===== src/rtl/window_min_max_tracker.sv =====
// Per-window max/min/first-max-index tracker fed by 4-bit magnitude comparators.
// Optional equal-hit counter compiled in with `define TRACKER_EQ_CNT_EN.

module mag_comp (
  input  logic [3:0] a,
  input  logic [3:0] b,
  output logic       gt_c,
  output logic       eq_c,
  output logic       lt_c
);
  assign gt_c = (a > b);
  assign eq_c = (a == b);
  assign lt_c = (a < b);
endmodule

module window_min_max_tracker #(
  parameter int unsigned WINDOW = 8
) (
  input  logic       clk,
  input  logic       rst,
  input  logic       start,
  input  logic       in_valid,
  input  logic [3:0] in_data,
  output logic       in_ready,
  output logic       out_valid,
  input  logic       out_ready,
  output logic [3:0] out_max,
  output logic [3:0] out_min,
  output logic [3:0] out_max_idx,
  output logic [3:0] out_eq_cnt
);
  localparam int unsigned CNT_W  = 5;
  localparam int unsigned DATA_W = 4;

  typedef enum logic [1:0] {IDLE, TRACK, REPORT} state_t;

  state_t              state, state_next;
  logic [CNT_W-1:0]    cnt;
  logic [DATA_W-1:0]   max_reg, min_reg, idx_reg;
  logic                max_gt, max_eq, max_lt;
  logic                min_gt, min_eq, min_lt;
  logic                start_c, accept_c, last_c;
  logic                unused_flags_c;

  mag_comp u_cmp_max (.a(in_data), .b(max_reg), .gt_c(max_gt), .eq_c(max_eq), .lt_c(max_lt));
  mag_comp u_cmp_min (.a(in_data), .b(min_reg), .gt_c(min_gt), .eq_c(min_eq), .lt_c(min_lt));

  assign start_c  = (state == IDLE) && start;
  assign accept_c = (state == TRACK) && in_valid;
  assign last_c   = accept_c && (cnt == CNT_W'(WINDOW - 1));

  // Handshake flags come straight from the state register.
  assign in_ready  = (state == TRACK);
  assign out_valid = (state == REPORT);

  always_ff @(posedge clk or posedge rst) begin
    if (rst) state <= IDLE;
    else     state <= state_next;
  end

  always_comb begin
    state_next = state;
    case (state)
      IDLE:    if (start) state_next = TRACK;
      TRACK:   if (last_c) state_next = REPORT;
      REPORT:  if (out_ready) state_next = IDLE;
      default: state_next = IDLE;
    endcase
  end

  // Max and min update independently; the first sample seeds both.
  always_ff @(posedge clk or posedge rst) begin
    if (rst) begin
      cnt     <= '0;
      max_reg <= '0;
      min_reg <= '0;
      idx_reg <= '0;
    end else if (start_c) begin
      cnt <= '0;
    end else if (accept_c) begin
      cnt <= cnt + CNT_W'(1);
      if (cnt == '0) begin
        max_reg <= in_data;
        min_reg <= in_data;
        idx_reg <= '0;
      end else begin
        if (max_gt) begin
          max_reg <= in_data;
          idx_reg <= DATA_W'(cnt);
        end
        if (min_lt) min_reg <= in_data;
      end
    end
  end

`ifdef TRACKER_EQ_CNT_EN
  logic [DATA_W-1:0] eq_reg;

  // Repeat hits of the running max; reset whenever a new max arrives.
  always_ff @(posedge clk or posedge rst) begin
    if (rst) begin
      eq_reg <= '0;
    end else if (!start_c && accept_c) begin
      if (cnt == '0 || max_gt) eq_reg <= '0;
      else if (max_eq)         eq_reg <= eq_reg + DATA_W'(1);
    end
  end

  assign out_eq_cnt     = eq_reg;
  assign unused_flags_c = ^{max_lt, min_gt, min_eq};
`else
  assign out_eq_cnt     = 4'd0;
  assign unused_flags_c = ^{max_lt, max_eq, min_gt, min_eq};
`endif

  assign out_max     = max_reg;
  assign out_min     = min_reg;
  assign out_max_idx = idx_reg;

endmodule

===== config.mk =====
export PLATFORM = sky130hd
export DESIGN_NAME = window_min_max_tracker
export DESIGN_NICKNAME = d
export VERILOG_FILES = /design/src/rtl/window_min_max_tracker.sv
export SDC_FILE = /design/constraint.sdc
export NUM_CORES = 1
export LEC_CHECK = 0
export BUFFER_PORTS_ARGS = -buffer_cell sky130_fd_sc_hd__clkbuf_2
export CORE_MARGIN = 5
export CORE_UTILIZATION = 47
export DETAILED_ROUTE_END_ITERATION = 8
export GPL_ROUTABILITY_DRIVEN = 0
export PLACE_DENSITY_LB_ADDON = 0.25
export SYNTH_ARGS = -nofsm -noshare
export SYNTH_HDL_FRONTEND = slang
export SYNTH_HIERARCHICAL = 1
export SYNTH_SLANG_ARGS = --single-unit

===== constraint.sdc =====
create_clock -name clk -period 1.8 [get_ports clk]
set_input_delay 0 -clock clk [delete_from_list [all_inputs] [get_ports clk]]
set_output_delay 0 -clock clk [all_outputs]
set_load 0.02 [all_outputs]

==> impl_metrics.yaml, run 1 <==
status:
  status: "complete, but fails checks"
  violations: "setup timing"
floorplanning:
  fp.dieH_microns: 59.1
  io_pins: 27
  coreArea_sq_mm: 0.00225
  initial_core_util_pct: 50.2
  std_cell_rows: 17
  die_area_sq_mm: 0.00349
  die_width_microns: 59.1
placed_design:
  placedCellCount: 152
  hpwl_microns: 1750
  pre_cts_ws_ns: -0.0140
  placed_area_sq_mm: 0.00128
  io_buffers: 22
yosys:
  ys_warn_count: 6
  syn_inst: 102
  netlist_area_sq_mm: 0.00113
  postSynthAreaPerCell_sq_um: 11.1
power:
  leakagePower_uw: 0.000719
  ir_worst_vdd_mv: 0.912
  powerDensity_mw_per_mm2: 1700
clocking:
  root_buffer: "clkbuf_4"
  htree_levels: 1
  clockBufferDepth: 2
  cts.reportedPaths.clkPinSlew_ns: 0.11
  clock_sinks: 19
  clock_latency_ns: 0.29
  cts_buffers: 3
  cts_tree: "built"
finish:
  final_cell_mix: "clkbuf_2 (22), dfrtp_1 (18), inv_1 (12), nand2_1 (8), ha_1 (8)"
  final_common_cell: "clkbuf_2"
  final_area_sq_mm: 0.00144
  drive_above_1_share_pct: 42.2
  nets: 155
  antennaDiodeCount: 0
  stdcell_count: 163
  area_growth_pct: 27.0
route:
  wl_per_cell_microns: 14.5
  drt-initial-drc-count: 6
  drtPass1Iterations: 4
  final_antenna_net_count: 0
  route.detailed.drc: 0
  wl_microns: 2360
  vias: 827
  viasPerCell: 5.07
sta:
  fin_worst_skew_ns: 0.00280
  rsz0062_at_grt: "true"
  hold_viol_final: 0
  setup_viol: 4
  max_freq_ghz: 0.548
  whs_ns: 0.0390
  relSlewSlack_pct: 51.3
  final.setup.worst_slack_ns: -0.0264
  period_needed_ns: 1.83
  fin_crit_sh_pct: 101
  worstMarginPinSlew_ns: 0.730
  slew_viol_final: 0
job:
  maxCapViolCount: 0
critical_path:
  crit_path_start_kind: "flop"
  ff2ff_path_depth: 7
  crit_required_ns: 1.99
  critPathArrivalTime_ns: 2.01
  endpoint_kind: "flop"
  timing.critical_path.to: "out_max[1]$_DFFE_PP0P_"
  r2r-end: "out_max[1]$_DFFE_PP0P_"
  regToRegStartpoint: "out_max[2]$_DFFE_PP0P_"
  critPathKind: "flop to flop"
  crit_start: "out_max[2]$_DFFE_PP0P_"
  ff2ff_setup_slack_ns: -0.03
  critPathMaxFanout: 8
grt:
  antenna_found_initial: 0
  track_usage_pct: 14.4
  grt_start_max_net_pins: 20
  first_global_vias: 853
  grt_pass1_wl_microns: 3800
  overflow: 0
worst_hold_path:
  hold_class: "input port to flop"
## report_power, final
group	switching [uW]	internal, uW	leakage [uW]	total (uW)
sequential	157	610	0.000236	766
combinational	749	707	0.000468	1460
clock	132	86.2	0.0000150	218
total	1040	1400	0.000719	2440
## per-layer routing
layer	routed length, microns	GRT usage, %	up-vias
li1	-	-	411
met1	1000	18.2	396
met2	1220	24.4	18
met3	120	1.96	2
met4	16	5.83	0
met5	0	0	-
## worst max-delay path, cell delays in order, from the launching register on
cell and delay [ns]:
dfrtp_1 0.40, inv_1 0.06, ha_1 0.29, nand2_2 0.09, o21bai_4 0.13, a21oi_4 0.09
o21ai_4 0.33, mux2_4 0.33
## state kept, by name, indices dropped and copies added (netlist names)
name and count:
cnt 5, out_max 4, out_max_idx 4, state 2, out_min 4
## per-stage QoR
step / util, % / TNS (ns) / power (uW)
floorplan: - / 0 / 1690
finish: 63.7 / -0.0948 / 2440
global placement: 56.6 / 0 / 1980
detailed placement: 56.6 / -0.0292 / 2030
global route: 63.7 / -0.359 / 2620
CTS: 59.5 / 0 / 2250
## area by class of cell
type	instances	area, sq um
multi-input combinational	68	659
sequential	19	477
inverter	13	48.8
tap	28	35.0
clock buffer	4	26.3
timing repair buffer	31	190
fill	191	818
## how the worst min path moves through the flow
| stage | to | cells past startpoint | slack (ns) | from |
|---|---|---|---|---|
| after detailed placement | state[1]$_DFFE_PP0P_ | 2 | 0.14 | rst |
| after CTS | out_max[2]$_DFFE_PP0P_ | 2 | 0.0007 | in_data[2] |
| after floorplan | cnt[0]$_DFFE_PP0P_ | 1 | -0.05 | rst |
| after global placement | state[1]$_DFFE_PP0P_ | 2 | 0.14 | rst |
| after global routing | out_min[1]$_DFFE_PP0P_ | 2 | 0.04 | in_data[1] |
| final | state[0]$_DFFE_PP0P_ | 3 | 0.04 | in_valid |
## repair_timing
item	CTS	global route
buffers inserted	0	2
hold endpoints to repair	24	1
hold buffers	4	1
pin swaps	1	5
endpoints found under the setup margin	4	10
resized for setup	0	13
(Power assumes the default switching activity.)
==> inputs of run 2 (changes only) <==
--- a/config.mk
+++ b/config.mk
@@ -5,6 +5,7 @@
 export SDC_FILE = /design/constraint.sdc
 export NUM_CORES = 1
 export LEC_CHECK = 0
+export ABC_CLOCK_PERIOD_IN_PS = 1550
 export BUFFER_PORTS_ARGS = -buffer_cell sky130_fd_sc_hd__clkbuf_2
 export CORE_MARGIN = 5
 export CORE_UTILIZATION = 47
==> constraint.sdc (replaced) <==
create_clock -name clk -period 1.55 [get_ports clk]
set_input_delay 0 -clock clk [delete_from_list [all_inputs] [get_ports clk]]
set_output_delay 0 -clock clk [all_outputs]
set_load 0.02 [all_outputs]
==> run 2 against run 1 <==
The flow still finishes with violations (setup timing). Combinational power up 54%. Global-route usage increased by 3.7 points. Hold slack got worse by 0.031 ns. Sequential power increased by 15%. Core utilization increased by 7.8 points. Critical path depth did not move. Register-to-register slack got worse by 0.18 ns. Via count grew 14%. Cell count up 7.4%. Critical path type unchanged.
==> impl_metrics.yaml, run 2 (synthesis results as in run 1) <==
status:
  status: "complete, but fails checks"
  violations: "setup timing"
critical_path:
  crit_path_start_kind: "flop"
  critPathMaxFanout: 6
  crit_start: "out_max[1]$_DFFE_PP0P_"
  critPathArrivalTime_ns: 1.96
  r2r-end: "out_max[3]$_DFFE_PP0P_"
  ff2ff_path_depth: 7
  critPathKind: "flop to flop"
  ff2ff_setup_slack_ns: -0.21
  regToRegStartpoint: "out_max[1]$_DFFE_PP0P_"
  endpoint_kind: "flop"
  crit_required_ns: 1.76
  timing.critical_path.to: "out_max[3]$_DFFE_PP0P_"
finish:
  final_common_cell: "clkbuf_2"
  largest_reg_flops: 5
  antennaDiodeCount: 0
  regMostFlops: "cnt"
  area_growth_pct: 42.5
  fillers: 173
  final_area_sq_mm: 0.00161
  nets: 167
  multiInputGateArea_sq_um: 738
  seqCellArea_sq_um: 483
  drive_above_1_share_pct: 59.9
  final_cell_mix: "clkbuf_2 (22), buf_4 (17), dfrtp_1 (13), nand2_1 (7), inv_1 (7)"
grt:
  antenna_found_initial: 0
  grt_pass1_wl_microns: 4610
  first_global_vias: 1000
  grt_start_max_net_pins: 12
  track_usage_pct: 18.0
  overflow: 0
route:
  route.detailed.drc: 0
  wl_microns: 2840
  final_antenna_net_count: 0
  drtPass1Iterations: 4
  drt-initial-drc-count: 16
  wl_per_cell_microns: 16.2
  vias: 940
  viasPerCell: 5.37
clocking:
  root_buffer: "clkbuf_4"
  clock_latency_ns: 0.31
  clockBufferDepth: 2
  cts_buffers: 3
  cts_tree: "built"
  cts.reportedPaths.clkPinSlew_ns: 0.12
  clock_sinks: 19
  htree_levels: 1
floorplanning:
  initial_core_util_pct: 50.2
  fp.dieH_microns: 59.1
  std_cell_rows: 17
  io_pins: 27
  die_area_sq_mm: 0.00349
  die_width_microns: 59.1
  coreArea_sq_mm: 0.00225
sta:
  fin_crit_sh_pct: 113
  hold_viol_final: 0
  worstMarginPinSlew_ns: 0.538
  slew_viol_final: 0
  fin_worst_skew_ns: 0.00167
  relSlewSlack_pct: 64.0
  setup_viol: 12
  rsz0062_at_grt: "true"
  final.setup.worst_slack_ns: -0.207
  max_freq_ghz: 0.569
  period_needed_ns: 1.76
placed_design:
  io_buffers: 22
  hpwl_microns: 1920
  pre_cts_ws_ns: -0.219
  placed_area_sq_mm: 0.00141
power:
  powerDensity_mw_per_mm2: 2110
  ir_worst_vdd_mv: 1.30
  leakagePower_uw: 0.000794
  power_uw: 3400
job:
  maxCapViolCount: 0
worst_hold_path:
  hold_class: "input port to flop"
==> run 2: cell types whose count changed in the layout (fill, tap and decap cells not counted), sizes merged <==
cell | before | now
dlygate4sd3 | 5 | 3
clkinv | 0 | 1
clkbuf | 26 | 25
buf | 4 | 18
==> run 2: worst min path at each step <==
| stage | startpoint | to | slack [ns] | cells past startpoint |
|---|---|---|---|---|
| after global placement | rst | out_max_idx[3]$_DFFE_PP0P_ | -0.02 | 2 |
| final | in_valid | state[0]$_DFFE_PP0P_ | 0.008 | 3 |
| after CTS | in_valid | state[0]$_DFFE_PP0P_ | 0.01 | 3 |
| after floorplan | rst | cnt[0]$_DFFE_PP0P_ | -0.05 | 1 |
| after detailed placement | rst | out_max_idx[3]$_DFFE_PP0P_ | -0.005 | 2 |
| after global routing | in_valid | state[0]$_DFFE_PP0P_ | 0.03 | 3 |
==> run 2: layout make-up <==
type,count,area share (%)
multi-input combinational,68,45.8
inverter,13,3.03
clock buffer,3,1.40
sequential,19,30.0
tap,28,2.17
timing repair buffer,43,17.3
clock inverter,1,0.311
==> run 2: timing repair <==
item                                    in CTS  in global routing
hold endpoints to repair                    13                  0
resized for setup                           12                  7
endpoints found under the setup margin      12                 12
pin swaps                                    1                  6
buffers inserted                             2                  2
hold buffers                                 3                  0
==> run 2: metal layers <==
metal  GRT usage [%]  vias up  part of all wire [%]
met5               0        -                     0
met4            9.71        0                   4.0
met3            3.05       10                   5.8
met2            30.8       35                    53
met1            21.5      458                    38
li1                -      437                     -
==> run 2: report_power, final <==
part	leakage [uW]	total, uW	switching, uW	internal, uW
Sequential	0.000231	880	160	719
Combinational	0.000545	2250	1090	1170
Clock	0.0000177	269	173	96.4
==> run 2: stage by stage <==
step / hold WS, ns / std cells / setup TNS [ns] / utilization [%]
floorplan: -0.0493 / 105 / -1.55 / -
global placement: -0.0183 / 164 / -1.16 / 62.5
detailed placement: -0.00458 / 164 / -1.89 / 62.5
CTS: 0.0145 / 173 / -1.84 / 69.0
global route: 0.0323 / 175 / -2.67 / 71.5
finish: 0.00842 / 175 / -1.91 / 71.5
==> run 2: critical path, cell delays in order, from the launching register on <==
cell and delay [ns]:
dfrtp_2 0.43, inv_2 0.07, ha_4 0.19, nor2b_4 0.13, o21bai_4 0.12, a21oi_4 0.08
o21ai_4 0.26, mux2_2 0.37
